`src/rtl/dsp_chain_pkg.sv`:
```
// rtl/dsp_chain_pkg.sv - shared widths and types for the fp16 sop2 chain feeder
package dsp_chain_pkg;

  localparam int FP16_W  = 16;
  localparam int FP32_W  = 32;
  localparam int SOP_OPS = 8;

  // First member lands in the MSBs, so top_a1 occupies bits [15:0].
  typedef struct packed {
    logic [FP16_W-1:0] bot_b2;
    logic [FP16_W-1:0] bot_a2;
    logic [FP16_W-1:0] top_b2;
    logic [FP16_W-1:0] top_a2;
    logic [FP16_W-1:0] bot_b1;
    logic [FP16_W-1:0] bot_a1;
    logic [FP16_W-1:0] top_b1;
    logic [FP16_W-1:0] top_a1;
  } sop2_bundle_t;

  typedef struct packed {
    logic valid;
    logic last;
  } chain_tag_t;

endpackage

```
`src/rtl/dsp_feeder_fifo.sv`:
```
// rtl/dsp_feeder_fifo.sv - power-of-two FIFO with extra-MSB pointers
// Push when full and pop when empty are ignored; head data reads 0 while empty.
module dsp_feeder_fifo
  import dsp_chain_pkg::*;
#(
  parameter int WIDTH = 33,
  parameter int DEPTH = 4
) (
  input  logic                     clk,
  input  logic                     rst,
  input  logic                     push_i,
  input  logic [WIDTH-1:0]         push_data_i,
  input  logic                     pop_i,
  output logic [WIDTH-1:0]         pop_data_o,
  output logic                     full_o,
  output logic                     empty_o,
  output logic [$clog2(DEPTH):0]   count_o
);

  localparam int AW = $clog2(DEPTH);

  logic [WIDTH-1:0] mem_q [DEPTH];
  logic [AW:0]      wr_ptr_q;
  logic [AW:0]      rd_ptr_q;
  logic             do_push;
  logic             do_pop;

  assign full_o     = (wr_ptr_q[AW] != rd_ptr_q[AW]) && (wr_ptr_q[AW-1:0] == rd_ptr_q[AW-1:0]);
  assign empty_o    = (wr_ptr_q == rd_ptr_q);
  assign count_o    = wr_ptr_q - rd_ptr_q;
  assign do_push    = push_i && !full_o;
  assign do_pop     = pop_i && !empty_o;
  assign pop_data_o = empty_o ? '0 : mem_q[rd_ptr_q[AW-1:0]];

  always_ff @(posedge clk or posedge rst) begin
    if (rst) begin
      wr_ptr_q <= '0;
      rd_ptr_q <= '0;
    end else begin
      if (do_push) wr_ptr_q <= wr_ptr_q + 1'b1;
      if (do_pop)  rd_ptr_q <= rd_ptr_q + 1'b1;
    end
  end

  always_ff @(posedge clk) begin
    if (do_push) mem_q[wr_ptr_q[AW-1:0]] <= push_data_i;
  end

endmodule

```
`src/rtl/dsp_chain_sop2_feeder.sv`:
```
// rtl/dsp_chain_sop2_feeder.sv - operand sequencer and result collector for the sop2 chain
// Optional performance counters are enabled with `define DSP_FEEDER_PERF_EN.
module dsp_chain_sop2_feeder
  import dsp_chain_pkg::*;
#(
  parameter int IN_DEPTH  = 4,
  parameter int OUT_DEPTH = 4,
  parameter int CHAIN_LAT = 4
) (
  input  logic                      clk,
  input  logic                      reset,
  input  logic                      in_valid,
  output logic                      in_ready,
  input  logic [SOP_OPS*FP16_W-1:0] in_data,
  input  logic                      in_last,
  output logic [FP16_W-1:0]         top_a1,
  output logic [FP16_W-1:0]         top_b1,
  output logic [FP16_W-1:0]         bot_a1,
  output logic [FP16_W-1:0]         bot_b1,
  output logic [FP16_W-1:0]         top_a2,
  output logic [FP16_W-1:0]         top_b2,
  output logic [FP16_W-1:0]         bot_a2,
  output logic [FP16_W-1:0]         bot_b2,
  input  logic [FP32_W-1:0]         chain_result,
  output logic                      out_valid,
  input  logic                      out_ready,
  output logic [FP32_W-1:0]         out_data,
  output logic                      out_last
`ifdef DSP_FEEDER_PERF_EN
  ,
  output logic [31:0]               perf_in_stall,
  output logic [31:0]               perf_credit_stall,
  output logic [31:0]               perf_issued
`endif
);

  localparam int IAW = $clog2(IN_DEPTH);
  localparam int OAW = $clog2(OUT_DEPTH);
  localparam logic [IAW:0] IN_FULL  = IN_DEPTH[IAW:0];
  localparam logic [OAW:0] OUT_FULL = OUT_DEPTH[OAW:0];

  logic                      in_ready_q, in_ready_d;
  sop2_bundle_t              ops_q, ops_d;
  logic [OAW:0]              credit_q, credit_d;
  chain_tag_t                tag_q [CHAIN_LAT];
  chain_tag_t                tag_in;

  logic                      in_push;
  logic                      issue;
  logic                      in_empty;
  logic                      in_full_unused;
  logic [IAW:0]              in_count;
  logic [IAW:0]              in_count_nxt;
  logic [SOP_OPS*FP16_W:0]   in_head;
  sop2_bundle_t              head_bundle;
  logic                      head_last;

  logic                      out_pop;
  logic                      out_empty;
  logic                      out_full_unused;
  logic [OAW:0]              out_count_unused;
  logic [FP32_W:0]           out_head;

  assign in_push                 = in_valid && in_ready_q;
  assign {head_last, head_bundle} = in_head;
  assign out_pop                 = !out_empty && out_ready;

  dsp_feeder_fifo #(.WIDTH(SOP_OPS*FP16_W+1), .DEPTH(IN_DEPTH)) u_in_fifo (
    .clk         (clk),
    .rst         (reset),
    .push_i      (in_push),
    .push_data_i ({in_last, in_data}),
    .pop_i       (issue),
    .pop_data_o  (in_head),
    .full_o      (in_full_unused),
    .empty_o     (in_empty),
    .count_o     (in_count)
  );

  // Credit covers every result slot, so this push can never find the FIFO full.
  dsp_feeder_fifo #(.WIDTH(FP32_W+1), .DEPTH(OUT_DEPTH)) u_out_fifo (
    .clk         (clk),
    .rst         (reset),
    .push_i      (tag_q[CHAIN_LAT-1].valid),
    .push_data_i ({tag_q[CHAIN_LAT-1].last, chain_result}),
    .pop_i       (out_pop),
    .pop_data_o  (out_head),
    .full_o      (out_full_unused),
    .empty_o     (out_empty),
    .count_o     (out_count_unused)
  );

  always_comb begin
    issue        = !in_empty && (credit_q < OUT_FULL);
    in_count_nxt = in_count + {{IAW{1'b0}}, in_push} - {{IAW{1'b0}}, issue};
    in_ready_d   = (in_count_nxt != IN_FULL);
    ops_d        = issue ? head_bundle : '0;
    credit_d     = credit_q + {{OAW{1'b0}}, issue} - {{OAW{1'b0}}, out_pop};
    tag_in.valid = issue;
    tag_in.last  = head_last;
  end

  always_ff @(posedge clk or posedge reset) begin
    if (reset) begin
      in_ready_q <= 1'b0;
      ops_q      <= '0;
      credit_q   <= '0;
      for (int i = 0; i < CHAIN_LAT; i++) tag_q[i] <= '0;
    end else begin
      in_ready_q <= in_ready_d;
      ops_q      <= ops_d;
      credit_q   <= credit_d;
      tag_q[0]   <= tag_in;
      for (int i = 1; i < CHAIN_LAT; i++) tag_q[i] <= tag_q[i-1];
    end
  end

  assign in_ready  = in_ready_q;
  assign top_a1    = ops_q.top_a1;
  assign top_b1    = ops_q.top_b1;
  assign bot_a1    = ops_q.bot_a1;
  assign bot_b1    = ops_q.bot_b1;
  assign top_a2    = ops_q.top_a2;
  assign top_b2    = ops_q.top_b2;
  assign bot_a2    = ops_q.bot_a2;
  assign bot_b2    = ops_q.bot_b2;
  assign out_valid = !out_empty;
  assign {out_last, out_data} = out_head;

`ifdef DSP_FEEDER_PERF_EN
  logic [31:0] perf_in_stall_q;
  logic [31:0] perf_credit_stall_q;
  logic [31:0] perf_issued_q;

  always_ff @(posedge clk or posedge reset) begin
    if (reset) begin
      perf_in_stall_q     <= '0;
      perf_credit_stall_q <= '0;
      perf_issued_q       <= '0;
    end else begin
      if (in_valid && !in_ready_q && perf_in_stall_q != '1)
        perf_in_stall_q <= perf_in_stall_q + 32'd1;
      if (!in_empty && credit_q == OUT_FULL && perf_credit_stall_q != '1)
        perf_credit_stall_q <= perf_credit_stall_q + 32'd1;
      if (issue && perf_issued_q != '1)
        perf_issued_q <= perf_issued_q + 32'd1;
    end
  end

  assign perf_in_stall     = perf_in_stall_q;
  assign perf_credit_stall = perf_credit_stall_q;
  assign perf_issued       = perf_issued_q;
`endif

endmodule

```
`config.mk`:
```
export PLATFORM = sky130hd
export DESIGN_NAME = dsp_chain_sop2_feeder
export DESIGN_NICKNAME = d
export VERILOG_FILES = /design/src/rtl/dsp_chain_pkg.sv /design/src/rtl/dsp_feeder_fifo.sv /design/src/rtl/dsp_chain_sop2_feeder.sv
export SDC_FILE = /design/constraint.sdc
export NUM_CORES = 1
export LEC_CHECK = 0
export ABC_CLOCK_PERIOD_IN_PS = 9490
export BUFFER_PORTS_ARGS = -buffer_cell sky130_fd_sc_hd__buf_4
export CAP_MARGIN = 20
export CORE_MARGIN = 3
export CORE_UTILIZATION = 58
export CTS_CLUSTER_SIZE = 14
export DETAILED_ROUTE_END_ITERATION = 6
export PLACE_DENSITY_LB_ADDON = 0.15
export SYNTH_ARGS = -nofsm -noshare
export SYNTH_HDL_FRONTEND = slang
export SYNTH_SLANG_ARGS = --single-unit
```
`constraint.sdc`:
```
create_clock -name clk -period 9.49 [get_ports clk]
set_input_delay 0.4745 -clock clk [delete_from_list [all_inputs] [get_ports clk]]
set_output_delay 0.4745 -clock clk [all_outputs]
set_load 0.02 [all_outputs]
```
==> key figures <==
Status
  • Outcome: completed

Setup path
  • Worst Path Required: slightly below 10000 ps
  • Critical path endpoint category: flip-flop
  • Critical path class: reg2reg
  • Crit-path max cell delay: 1090 ps
  • CP Cell Sequence: xnor2_1 > a31oi_1 > and2_4 > buf_4
  • Critical path's slowest cell: dfrtp_4
  • Critical path fanouts, max: 70
  • Critical path arrival: 4390 ps
  • Crit start category: flip-flop

Routing
  • DRC Markers: 0
  • Post-Route WL: around 56000 µm
  • DRT Pass-1 Iters: 5
  • Vias: 13000
  • DR WL/cell: 23.8 µm
  • Final ANT Viol Nets: 0
  • First-iteration detailed-routing DRC count: slightly above 900
  • DR vias/cell: around 5.5

Timing
  • Final Cycle Share: 44.1%
  • Final hold vios: 0
  • Slew margin rel.: 27.2%
  • Clock skew: 12.0 ps
  • RSZ-0062 raised after global routing: false
  • Sum of negative setup slack: 0 ps
  • Upper clock frequency limit: 0.239 GHz
  • Fin crit period: ~4200 ps
  • Slew @ Worst Pin: 1090 ps
  • Count of pins over their slew limit: 0
  • Final setup viols: 0

Floorplanning
  • Core outline area: between 40000 and 50000 µm²
  • IO Pins: 328
  • Width of the chip: roughly 230 µm
  • Die Height: 229 µm
  • Die ar.: between 50000 and 60000 µm²
  • # rows: 81
  • Initial core utilization: between 50% and 60%

Synthesis
  • Syn Area/Cell: 22.9 µm²
  • Xor/xnor share of the synthesized area: 0.601%
  • #FFs+latches synth: 800
  • Cell variety after synth: 32
  • Mux share of post-synthesis cell area: about an eighth
  • Sequential share of the synthesized area: 80.4%
  • Synth Area in Adders: 0.813%
  • Synth Area in Simple Gates: between 3 and 4%
  • Synth Cell Area: 28900 µm²
  • Syn_nets: 1443
  • Compound-Gate Fraction of Synth Area: 0.381%
  • Yosys warnings: 0
  • Mapped Cells: 1261
  • Main combinational cell family by area after synthesis: multiplexers

Place
  • # port buffers: around 330
  • RePlAce Congestion: 0.739
  • DP HPWL: between 30000 and 40000 µm
  • Placed Instances: 2217
  • Area of placed instances: 32100 µm²

Power
  • LEAKAGE: 12.6 nW
  • Clk network pwr share: 26.3%
  • Int Power: 0.00832 W
  • Switching share of power: 29.9%
  • Combinational share of power: 30.2%
  • Sw Pwr: roughly 0.0036 W
  • Peak VDD IR: around 0.21 mV
  • PwrDens: 341 nW/µm²
  • Sequential Power Share: approximately 43%

CTS
  • Clock Sink Count: 800
  • Maximum clock path buffer count: 3
  • H-Tree Depth: 3
  • Postcts setup bufs: 0
  • CTS tree: built
  • CTS root buffer: clkbuf_16
  • CTS buffer count: 78
  • Clk_lat worst skew: 590 ps
  • Reg clk slew, reported paths: 60 ps

Global routing
  • All-Layer GR Usage: 22.0%
  • Initial antenna violation count: 6
  • Largest net degree at the start of global routing: 87
  • Vias in the first global route: 14100
  • First-pass GRT wire length: 86500 µm
  • Total gr overflow: 0

Finish
  • Fin area: 34800 µm²
  • Nets: 1817
  • Post-route insts no fill: approximately 2400
  • Most frequent cells in the layout: edfxtp_1, buf_4, mux4_2
  • Commonest non-fill, non-tap cell in the layout: edfxtp_1
  • Layout cells sized above 1: 38.1%
  • Area grow syn2layout: 20.3%

Flow run
  • Max-cap violation count: 0

Worst hold path
  • Worst min path class: in2reg
[per-stage QoR]
step | util, % | hold slack, ps | setup WS (ps) | total power (W)
finish | 70.8 | 82.4 | 5310 | 0.0119
global route | 70.8 | 57.2 | 4950 | 0.0125
CTS | 70.7 | 45.2 | 5180 | 0.0120
detailed placement | 65.3 | 335 | 5200 | 0.00889
global placement | 65.3 | 337 | 5250 | 0.00880
floorplan | - | 331 | 1080 | 0.00763
[Yosys cell counts]
master | count | area, µm²
ha_1 | 14 | 175
o31ai_4 | 1 | 21.3
nor2b_1 | 161 | 1010
clkbuf_1 | 12 | 45.0
a211o_1 | 1 | 8.76
buf_6 | 1 | 11.3
o21a_1 | 1 | 7.51
inv_1 | 14 | 52.6
nand2_1 | 5 | 18.8
xnor2_1 | 12 | 105
a31oi_1 | 2 | 12.5
nor2_1 | 1 | 3.75
mux2_2 | 4 | 45.0
o311ai_0 | 3 | 26.3
xor2_2 | 1 | 16.3
buf_2 | 30 | 150
mux4_2 | 162 | 3650
or3_1 | 1 | 6.26
dfrtp_1 | 152 | 3800
or2_2 | 1 | 6.26
buf_4 | 12 | 90.1
o31ai_2 | 1 | 12.5
a21oi_1 | 1 | 5.00
xor2_1 | 6 | 52.6
edfxtp_1 | 648 | 19500
and2_1 | 6 | 37.5
or4_1 | 1 | 7.51
nor3_2 | 1 | 10.0
nand3_1 | 1 | 5.00
fa_1 | 3 | 60.1
o31a_1 | 1 | 8.76
o211ai_1 | 1 | 7.51
[state kept, by name, indices dropped and copies added (netlist names)]
signal,count
u_in_fifo.mem_q,516
u_out_fifo.mem_q,132
bot_a1,16
bot_a2,16
bot_b1,16
bot_b2,16
top_a1,16
top_a2,16
top_b1,16
top_b2,16
tag_q,8
credit_q,3
u_in_fifo.rd_ptr_q,3
u_in_fifo.wr_ptr_q,3
u_out_fifo.rd_ptr_q,3
u_out_fifo.wr_ptr_q,3
in_ready,1
[routing by layer]
layer | wire length, µm | share of wire, % | global-route usage (%) | vias to the layer above
met3 | 3610 | 6.4 | 5.29 | 76
met1 | 22600 | 40 | 30.3 | 6823
met4 | 1330 | 2.4 | 7.02 | 8
li1 | - | - | - | 5738
met5 | 57 | 0.10 | 0 | -
met2 | 28600 | 51 | 35.6 | 391
[critical path: cells and delay by family (launching register included)]
kind	cells	cell delay, ps
flops	1	1090
simple gates	1	940
buf+inv	1	860
compound gates	1	470
xor+xnor	1	330
[kinds of logic (layout without fill, tap and decap cells)]
group,after synthesis,after routing
fa+ha+maj,17,17
simple gates,178,178
buf+inv,69,505
xor+xnor,19,19
mux,166,166
flops,800,800
other cells,0,2
compound gates,12,12
[power by group through the flow]
stage,registers [W],logic [W],clock network [W]
2_1_floorplan,0.00533,0.00230,0
3_3_place_gp,0.00520,0.00361,0
3_5_place_dp,0.00524,0.00365,0
4_1_cts,0.00518,0.00366,0.00319
5_1_grt,0.00524,0.00389,0.00335
6_report,0.00516,0.00359,0.00313
[area by class of cell]
type,instances,area (µm²)
repair buffers,349,2640
fillers,3001,14400
clock inverters,26,363
flip-flops and latches,800,23300
diodes,2,5.00
inverters,14,57.6
clock buffers,116,2280
well taps,664,831
multi-input cells,392,5360
[repair_timing]
item                       4_1_cts  5_1_grt
setup endpoints to repair        0        0
hold endpoints to repair        45        0
resized for setup                0        0
hold buffers                     1        0
[final timing paths]
| check | cells past startpoint | start | slack, ps | endpoint |
|---|---|---|---|---|
| min | 1 | in_data[2] | 80 | u_in_fifo.mem_q[1][2] |
| max reg2reg | 4 | u_in_fifo.rd_ptr_q[1] | 5310 | u_in_fifo.mem_q[1][84] |
| min reg2reg | 0 | tag_q[2] | 350 | tag_q[0] |
| max in group asynchronous | 5 | reset | 7060 | u_in_fifo.rd_ptr_q[1] |
| min in group asynchronous | 3 | reset | 480 | bot_a1[10] |
| max | 4 | u_in_fifo.rd_ptr_q[1] | 5310 | u_in_fifo.mem_q[1][84] |
Note: power is estimated with default switching activity, not from simulation.
